==> src/rtl/control_fsm.sv <==
`default_nettype none
// ============================================================================
// Module   : control_fsm
// Purpose  : Multi-cycle control unit for the basic processor. Moves each
//            instruction through FETCH, DECODE, EXEC, MEM and WB with a
//            memory handshake. Also provides HALT, an illegal-opcode trap and
//            a memory-timeout trap.
// Revision : 1.0 - initial multi-cycle release
// ============================================================================
module control_fsm #(
    parameter int OPW  = 4,
    parameter int ALUW = 2,
    parameter int TMO  = 16
) (
    input  logic            clk,
    input  logic            rst,
    input  logic            start,
    input  logic [OPW-1:0]  opcd,
    input  logic            mem_ack,
    input  logic            clr_trap,
    output logic [ALUW-1:0] alucnt,
    output logic [1:0]      sel,
    output logic            we,
    output logic [1:0]      branch,
    output logic            ir_we,
    output logic            pc_inc,
    output logic            mem_req,
    output logic            mem_we,
    output logic            busy,
    output logic            halted,
    output logic            trap,
    output logic [1:0]      trap_cause
);

    // The timeout counter keeps at least one bit so that TMO=0 still elaborates.
    localparam int c_CW = (TMO > 0) ? $clog2(TMO + 1) : 1;
    localparam logic [c_CW-1:0] c_TLAST = (TMO > 0) ? c_CW'(TMO - 1) : '0;

    localparam logic [2:0] c_IDLE   = 3'd0;
    localparam logic [2:0] c_FETCH  = 3'd1;
    localparam logic [2:0] c_DECODE = 3'd2;
    localparam logic [2:0] c_EXEC   = 3'd3;
    localparam logic [2:0] c_MEM    = 3'd4;
    localparam logic [2:0] c_WB     = 3'd5;
    localparam logic [2:0] c_TRAP   = 3'd6;
    localparam logic [2:0] c_HALT   = 3'd7;

    localparam logic [3:0] c_OP_NOP  = 4'h0;
    localparam logic [3:0] c_OP_ADD  = 4'h1;
    localparam logic [3:0] c_OP_SUB  = 4'h2;
    localparam logic [3:0] c_OP_AND  = 4'h3;
    localparam logic [3:0] c_OP_OR   = 4'h4;
    localparam logic [3:0] c_OP_LD   = 4'h5;
    localparam logic [3:0] c_OP_ST   = 4'h6;
    localparam logic [3:0] c_OP_LDI  = 4'h7;
    localparam logic [3:0] c_OP_BEQ  = 4'hC;
    localparam logic [3:0] c_OP_BLT  = 4'hD;
    localparam logic [3:0] c_OP_HALT = 4'hF;

    logic [2:0]      r_state;
    logic [2:0]      w_next;
    logic [3:0]      r_op;
    logic [c_CW-1:0] r_cnt;
    logic [1:0]      r_cause;
    logic            w_hi_zero;
    logic            w_legal;
    logic            w_tmo;
    logic            w_memwait;
    logic [1:0]      w_alu;

    // Opcode bits above the 4-bit field must be zero for a legal instruction.
    generate
        if (OPW > 4) begin : g_wide
            assign w_hi_zero = (opcd[OPW-1:4] == '0);
        end else begin : g_narrow
            assign w_hi_zero = 1'b1;
        end
    endgenerate

    // Legal-opcode check on the opcode being decoded.
    always_comb begin
        w_legal = 1'b0;
        case (opcd[3:0])
            c_OP_NOP, c_OP_ADD, c_OP_SUB, c_OP_AND, c_OP_OR, c_OP_LD,
            c_OP_ST, c_OP_LDI, c_OP_BEQ, c_OP_BLT, c_OP_HALT: w_legal = w_hi_zero;
            default: w_legal = 1'b0;
        endcase
    end

    assign w_memwait = (r_state == c_FETCH) || (r_state == c_MEM);
    assign w_tmo     = (TMO > 0) && (r_cnt == c_TLAST);

    // Next-state selection. An ack always takes priority over a timeout.
    always_comb begin
        w_next = r_state;
        case (r_state)
            c_IDLE:   if (start) w_next = c_FETCH;
            c_FETCH: begin
                if (mem_ack)    w_next = c_DECODE;
                else if (w_tmo) w_next = c_TRAP;
            end
            c_DECODE: begin
                if (!w_legal)                     w_next = c_TRAP;
                else if (opcd[3:0] == c_OP_HALT)  w_next = c_HALT;
                else if (opcd[3:0] == c_OP_NOP)   w_next = c_FETCH;
                else                              w_next = c_EXEC;
            end
            c_EXEC:   w_next = ((r_op == c_OP_LD) || (r_op == c_OP_ST)) ? c_MEM : c_FETCH;
            c_MEM: begin
                if (mem_ack)    w_next = (r_op == c_OP_ST) ? c_FETCH : c_WB;
                else if (w_tmo) w_next = c_TRAP;
            end
            c_WB:     w_next = c_FETCH;
            c_TRAP:   if (clr_trap) w_next = c_IDLE;
            c_HALT:   if (start) w_next = c_FETCH;
            default:  w_next = c_IDLE;
        endcase
    end

    // State, latched opcode, timeout counter and trap cause.
    always_ff @(posedge clk) begin
        if (rst) begin
            r_state <= c_IDLE;
            r_op    <= 4'h0;
            r_cnt   <= '0;
            r_cause <= 2'b00;
        end else begin
            r_state <= w_next;
            if (r_state == c_DECODE) r_op <= opcd[3:0];
            // Count only while still waiting in FETCH/MEM; any move clears it.
            if ((TMO > 0) && w_memwait && (w_next == r_state))
                r_cnt <= r_cnt + c_CW'(1);
            else
                r_cnt <= '0;
            if (w_memwait && (w_next == c_TRAP))
                r_cause <= 2'b10;
            else if ((r_state == c_DECODE) && (w_next == c_TRAP))
                r_cause <= 2'b01;
            else if ((r_state == c_TRAP) && clr_trap)
                r_cause <= 2'b00;
        end
    end

    // Output decode from state and latched opcode; all outputs are forced low while rst is high.
    always_comb begin
        w_alu      = 2'd0;
        sel        = 2'd0;
        we         = 1'b0;
        branch     = 2'b00;
        ir_we      = 1'b0;
        pc_inc     = 1'b0;
        mem_req    = 1'b0;
        mem_we     = 1'b0;
        busy       = 1'b0;
        halted     = 1'b0;
        trap       = 1'b0;
        trap_cause = 2'b00;
        if (!rst) begin
            case (r_state)
                c_FETCH: begin
                    busy    = 1'b1;
                    mem_req = 1'b1;
                    ir_we   = mem_ack;
                end
                c_DECODE: begin
                    busy   = 1'b1;
                    pc_inc = w_legal && (opcd[3:0] != c_OP_HALT);
                end
                c_EXEC: begin
                    busy = 1'b1;
                    case (r_op)
                        c_OP_ADD: begin w_alu = 2'd0; we = 1'b1; end
                        c_OP_SUB: begin w_alu = 2'd1; we = 1'b1; end
                        c_OP_AND: begin w_alu = 2'd2; we = 1'b1; end
                        c_OP_OR:  begin w_alu = 2'd3; we = 1'b1; end
                        c_OP_LDI: begin sel = 2'd1;   we = 1'b1; end
                        c_OP_BEQ: begin w_alu = 2'd1; branch = 2'b01; end
                        c_OP_BLT: begin w_alu = 2'd1; branch = 2'b10; end
                        default:  w_alu = 2'd0;
                    endcase
                end
                c_MEM: begin
                    busy    = 1'b1;
                    mem_req = 1'b1;
                    mem_we  = (r_op == c_OP_ST);
                end
                c_WB: begin
                    busy = 1'b1;
                    sel  = 2'd2;
                    we   = 1'b1;
                end
                c_TRAP: begin
                    trap       = 1'b1;
                    trap_cause = r_cause;
                end
                c_HALT:  halted = 1'b1;
                default: busy = 1'b0;
            endcase
        end
        alucnt = ALUW'(w_alu);
    end

endmodule
`default_nettype wire
==> config.mk <==
export PLATFORM = sky130hd
export DESIGN_NAME = control_fsm
export DESIGN_NICKNAME = d
export VERILOG_FILES = /design/src/rtl/control_fsm.sv
export SDC_FILE = /design/constraint.sdc
export NUM_CORES = 1
export LEC_CHECK = 0
export ABC_AREA = 0
export BUFFER_PORTS_ARGS = -buffer_cell sky130_fd_sc_hd__buf_4
export CAP_MARGIN = 10
export CORE_ASPECT_RATIO = 0.9
export CORE_MARGIN = 5
export CORE_UTILIZATION = 25
export CTS_CLUSTER_DIAMETER = 60
export CTS_CLUSTER_SIZE = 28
export DETAILED_ROUTE_END_ITERATION = 10
export MAX_ROUTING_LAYER = met4
export PLACE_DENSITY = 0.52
export SLEW_MARGIN = 20
export SYNTH_ARGS = -nofsm -noshare
export SYNTH_HDL_FRONTEND = slang
export SYNTH_SLANG_ARGS = --single-unit
==> constraint.sdc <==
create_clock -name clk -period 2.3 [get_ports clk]
set_clock_uncertainty 0.05 [all_clocks]
set_input_delay 0.115 -clock clk [delete_from_list [all_inputs] [get_ports clk]]
set_output_delay 0.115 -clock clk [all_outputs]
set_load 0.01 [all_outputs]
* Word-level counts from Yosys, hierarchy flattened *
Memory sizes are Yosys's and may differ from the RTL's.
Index checks and enable logic that the tools add are counted.
W data, S select, Z words.

storage, ports and cells
  register bits after elaboration = 14
  memory bits (read-only) = 16
  bits of input ports = 9
  output and inout bits = 16
  word-level logic and storage cells = 89
  memories = 1

memory list
  memory            depth  bits a word  read ports  clocked after Yosys merged registers in  write ports  RTL line  source
  (name not given)  16     1            1           0                                        0            83        case (opcd[3:0])

operators by class
  add/sub/neg operators = 1
  equal/unequal tests = 21
  multiplexer cells = 42
  bitwise logic cells = 1
  reduce and logical (&&, ||, !) cells = 18

operator list
  cell                   number
  $mux W3                9
  $mux W2                11
  $pmux W3 S7            1
  $mux W1                17
  $eq A4 B3 Y1 const B   4
  $eq A3 B3 Y1 const B   5
  $eq A4 B4 Y1 const B   3
  $reduce_or A5 Y1       2
  $eq A4 B2 Y1 const B   2
  $pmux W2 S2            2
  $reduce_or A2 Y1       4
  $eq A3 B2 Y1 const B   2
  $pmux W2 S3            1
  $add A5 B1 Y5 const B  1
  $eq A5 B4 Y1 const B   1
  $logic_and A1 B1 Y1    5
  $eq A4 B1 Y1 const B   1
  $logic_not A4 Y1       1
  $ne A4 B4 Y1 const B   1
  $eq A3 B1 Y1 const B   1
  $eq A3 B3 Y1           1
  $logic_not A3 Y1       1
  $reduce_bool A3 Y1     1
  $reduce_or A3 Y1       1
  other kinds (4)        5

* Longest topological paths before layout *
  depth after elaboration = 9
  depth in mapped cells = 7
  gate-level depth less buffers = 7

* Least setup slack after synthesis *
No wires, ideal clock.

  path kind = reg2reg
  start point = reg r_cnt[0]
  end point = reg r_cnt[2]
  setup time = 0.066 ns
  arrival = 1.619 ns
  data required time = 2.184 ns
  path slack = 0.566 ns
  cell stages (with the launch flop) = 8
  buffers on the path = 0
  period minus slack after synthesis = 1.734 ns
  path through = dfxtp_1 -> ha_1 -> and3_1 -> ha_1 -> or2_1 -> a221oi_1 -> o311ai_2 -> nor2_1

between the ends
  cells in the longest elaborated chain, start to end = 8
  elaborated cells on any way between the ends = 10
  classes of those cells = 1 x add/sub; 2 x eq/ne; 4 x mux; 1 x bitwise; 2 x reduce/logical

RTL lines
  item                               RTL line  source
  start, declared                    63        logic [c_CW-1:0] r_cnt;
  start signal, assigned             132       r_cnt <= r_cnt + c_CW'(1);
  $eq A5 B4 Y1                       91        assign w_tmo = (TMO > 0) && (r_cnt == c_TLAST);
  $mux W3                            100, 111
  $mux W3 (on tied branches)         110, 99
  $pmux W3 S7                        96        case (r_state)
  $eq A3 B3 Y1                       131       if ((TMO > 0) && w_memwait && (w_next == r_state))
  $logic_and A1 B1 Y1                131
  $not A1 Y1 (no source line)        -
  $reduce_or A2 Y1 (no source line)  -

Parallel ways exist; a longest one is shown, timed or not.
A chain may end at the register's enable or synchronous reset.

* Worst setup path after layout *
  start point = reg r_state[1]
  end point = out we

between the ends
  cells in the longest elaborated chain, start to end = 3
  elaborated cells on any way between the ends = 4
  classes of those cells = 2 x eq/ne; 2 x mux

RTL lines
  item                                          RTL line  source
  start, declared                               60        logic [2:0] r_state;
  start signal, assigned                        123       r_state <= c_IDLE;
  start signal, assigned                        128       r_state <= w_next;
  $eq A3 B3 Y1 or $eq A3 B2 Y1 (tied branches)  159       case (r_state)
  $pmux W1 S2 *                                 159
  $mux W1 *                                     158       if (!rst) begin
  end, declared                                 23        output logic we,

Mark *: on every way between the ends. The rest lies on a longest branch, timed or not.

==> results.json <==
{
  "clock-sinks": 14,
  "drcViolationCount": 0,
  "buffer_ports.inserted": 24,
  "clock_tree.root_cell": "sky130_fd_sc_hd__clkbuf_8",
  "setup_repair_after_global_routing_missed_its_margin": "no",
  "placement_rows": 22,
  "antenna_violation_net_count_after_detailed_routing": 0,
  "hold-path-cell-count": 3,
  "syn_nets": 128,
  "cts_clk_pin_slew_worst_paths_ps": 60,
  "globalplace.congestion": 0.7598,
  "reg2reg_from": "r_cnt[0]$_SDFF_PP0_",
  "cts.repair.resized": 0,
  "grt.total_usage_pct": 10.18,
  "hp-class": "input port to flip-flop",
  "cts.path.max_buffers": 2,
  "number_of_global_route_vias_before_repair": 891,
  "setup.reg_to_reg.worst_slack_ps": 380,
  "viasPerCell": 4.851,
  "synth_enable_flop_cells": 0,
  "maximum_number_of_pins_on_one_net_before_global_route_repair": 15,
  "ctsHoldBuffers": 0,
  "firstDrtPassIters": 4,
  "chipHeight_um": 70.37,
  "antennaDiodeCount": 0,
  "area_added_between_synthesis_and_finish_pct": 26.45,
  "rr_endpoint": "r_state[0]$_SDFF_PP0_",
  "hold_end": "r_op[0]$_SDFFE_PP0P_",
  "timing.critical_path.from_type": "flip-flop",
  "power_w": 0.0006592,
  "synth-seq-area-share_pct": 27.69,
  "fp.dieArea_um2": 5423,
  "drv.max_cap_violation_count": 0,
  "final_layout_fill_cell_count": 431,
  "maxSlewViolCount": 0,
  "pin_count": 25,
  "timing.setup.tns_ps": 0,
  "grt.overflow.total": 0,
  "starting_density_pct": 25.36,
  "insertion_delay_to_the_later_sink_of_the_worst_skew_pair_ps": 250,
  "drt_first_iter_violations": 15,
  "placed_cell_area_um2": 1225,
  "mappedNetlistArea_um2": 1012,
  "die_width_um": 77.07,
  "count_of_final_hold_check_violations": 0,
  "postSynthCellCount": 117,
  "tritoncts": "yes",
  "yosysUniqueCellTypes": 44,
  "fmaxAchievable_mhz": 494.0,
  "postLayoutCellArea_um2": 1280,
  "outcome": "finished, final reports clean",
  "worst_pin_slew_ps": 472.7,
  "ys.warnings.count": 0,
  "peakVddDrop_uv": 303.0,
  "design.final.nets": 152,
  "power-per-cell-area_nw_per_um2": 515.0,
  "count_of_final_setup_violators": 0,
  "synth-seq-cells": 14,
  "timing.reg2reg.worst_path_depth": 6,
  "coreArea_um2": 3991,
  "criticalPathCategory": "flip-flop to output pin",
  "vias": 912,
  "count_of_h_tree_levels_built_during_cts": 1,
  "timing.max_slew.rel_slack_pct": 68.44,
  "cts_inserted_buffers": 3,
  "crit_start": "r_state[1]$_SDFF_PP0_",
  "detailed_route_wire_length_um": 2491,
  "arrival_ps": 1860,
  "cts_post_setup_buffers_inserted": 0,
  "fin_crit_ps": 2024,
  "grt_antenna_before_repair": 0,
  "fin_hold_ws_ps": 72.23,
  "worst-path-max-fanout": 14,
  "drive_gt1_share_pct": 27.86,
  "ffs_w_async_s_r_synth_pct": 0,
  "final_min_period_over_clock_period_pct": 88.01,
  "hold_path_startpoint": "opcd[0]",
  "grt_first_pass_wirelength_um": 4353,
  "crit_path_end_kind": "output pin",
  "ys_dominant_reg_cell": "sky130_fd_sc_hd__dfxtp_1",
  "data_required_time_of_the_worst_path_ps": 2130,
  "cellLeakagePower_nw": 0.5103,
  "dp.final_hpwl_um": 1931,
  "routedWlPerCell_um": 13.25,
  "avgSynthCellArea_um2": 8.651
}
[final cells by class]
cell class	count	area [µm²]	share of cell area, %
tap	48	60.06	4.692
multi-input combinational	90	670.6	52.39
sequential	14	280.3	21.90
inverter	7	26.28	2.053
clock buffer	4	55.05	4.301
timing repair buffer	25	187.7	14.66
[cell usage after synthesis, types with 2 or more instances]
cell type                   instances  area (µm²)
sky130_fd_sc_hd__a41oi_1            2       17.52
sky130_fd_sc_hd__nand2b_1           2       12.51
sky130_fd_sc_hd__nand3_1            3       15.01
sky130_fd_sc_hd__nor4b_1            2       17.52
sky130_fd_sc_hd__nor2b_1            7       43.79
sky130_fd_sc_hd__dfxtp_1           14       280.3
sky130_fd_sc_hd__o211a_1            3       30.03
sky130_fd_sc_hd__nor2_1            15       56.30
sky130_fd_sc_hd__and2_1             2       12.51
sky130_fd_sc_hd__or2_1              2       12.51
sky130_fd_sc_hd__o21ai_0            4       20.02
sky130_fd_sc_hd__a21oi_1            2       10.01
sky130_fd_sc_hd__ha_1               2       25.02
sky130_fd_sc_hd__a2111oi_0          2       17.52
sky130_fd_sc_hd__nor3_1             5       25.02
sky130_fd_sc_hd__o21a_1             2       15.01
sky130_fd_sc_hd__and3_1             2       12.51
sky130_fd_sc_hd__nand4_1            2       12.51
sky130_fd_sc_hd__xor2_1             2       17.52
sky130_fd_sc_hd__inv_1              7       26.28
sky130_fd_sc_hd__mux2i_1            4       40.04
sky130_fd_sc_hd__nand2_1            5       18.77
sky130_fd_sc_hd__xnor2_1            2       17.52
sky130_fd_sc_hd__buf_2              4       20.02
[placed cells by master, fill, tap and decap left out, types with 2 or more instances in the layout]
master                      count
sky130_fd_sc_hd__buf_4         25
sky130_fd_sc_hd__inv_1          7
sky130_fd_sc_hd__a21oi_1        2
sky130_fd_sc_hd__and2_1         2
sky130_fd_sc_hd__dfxtp_1       14
sky130_fd_sc_hd__o211a_1        3
sky130_fd_sc_hd__clkbuf_8       4
sky130_fd_sc_hd__a41oi_1        2
sky130_fd_sc_hd__nand2b_1       2
sky130_fd_sc_hd__or2_1          2
sky130_fd_sc_hd__o21ai_0        4
sky130_fd_sc_hd__nor3_1         5
sky130_fd_sc_hd__nor2_1        15
sky130_fd_sc_hd__xor2_1         2
sky130_fd_sc_hd__o21a_1         2
sky130_fd_sc_hd__nor4b_1        2
sky130_fd_sc_hd__nor2b_1        7
sky130_fd_sc_hd__nand2_1        5
sky130_fd_sc_hd__and3_1         2
sky130_fd_sc_hd__nand4_1        2
sky130_fd_sc_hd__ha_1           2
sky130_fd_sc_hd__xnor2_1        2
sky130_fd_sc_hd__nand3_1        3
sky130_fd_sc_hd__a2111oi_0      2
sky130_fd_sc_hd__mux2i_1        4
[metal layers]
| metal | GRT usage (%) | vias to the layer above | routed length [µm] |
|---|---|---|---|
| li1 | - | 467 | - |
| met1 | 12.22 | 420 | 1157 |
| met2 | 16.02 | 21 | 1156 |
| met3 | 3.737 | 4 | 149 |
| met4 | 2.863 | 0 | 27 |
| met5 | - | - | 0 |
[logic make-up (layout without fill, tap and decap cells)]
logic type | after synthesis | in the layout | share of synthesized area, %
AND/OR/NAND/NOR | 54 | 54 | 31.27
AO/OA/AOI/OAI | 26 | 26 | 25.10
flip-flops | 14 | 14 | 27.69
buffers and inverters | 13 | 36 | 6.057
XOR/XNOR | 4 | 4 | 3.462
multiplexers | 4 | 4 | 3.956
adder cells (fa/ha/maj) | 2 | 2 | 2.472
[metrics by stage]
| stage | instances | worst slack [ps] | utilization [%] |
|---|---|---|---|
| 2_1_floorplan | 117 | 565.6 | - |
| 3_3_place_gp | 184 | 495.9 | 30.69 |
| 3_5_place_dp | 184 | 341.3 | 30.69 |
| 4_1_cts | 188 | 263.9 | 32.07 |
| 5_1_grt | 188 | 109.6 | 32.07 |
| 6_report | 188 | 275.8 | 32.07 |
[critical path: stages (launching register included)]
cell and delay, ps:
sky130_fd_sc_hd__dfxtp_1 610, sky130_fd_sc_hd__nor2b_1 230, sky130_fd_sc_hd__nand3_1 160, sky130_fd_sc_hd__a2111oi_0 340, sky130_fd_sc_hd__or2_1 150, sky130_fd_sc_hd__buf_4 110
[worst max-delay path by stage]
| stage | cells past startpoint | slack (ps) | endpoint |
|---|---|---|---|
| 2_1_floorplan | 7 | 570 | r_cnt[2]$_SDFF_PP0_ |
| 3_3_place_gp | 7 | 500 | r_cnt[2]$_SDFF_PP0_ |
| 3_5_place_dp | 6 | 340 | r_state[0]$_SDFF_PP0_ |
| 4_1_cts | 5 | 260 | we |
| 5_1_grt | 5 | 110 | we |
| 6_report | 5 | 280 | we |
[sequential cells by signal, summed over array words and instances (netlist names)]
register  cells
r_cnt         5
r_state       3
r_cause       2
r_op          4
[where the power goes]
part | total, W | internal, W | switching (W)
combinational | 0.000139 | 0.0000658 | 0.0000730
clock | 0.000243 | 0.000152 | 0.0000914
sequential | 0.000277 | 0.000253 | 0.0000247
total | 0.000659 | 0.000470 | 0.000189
No activity file was read; power rests on OpenSTA's default activity.
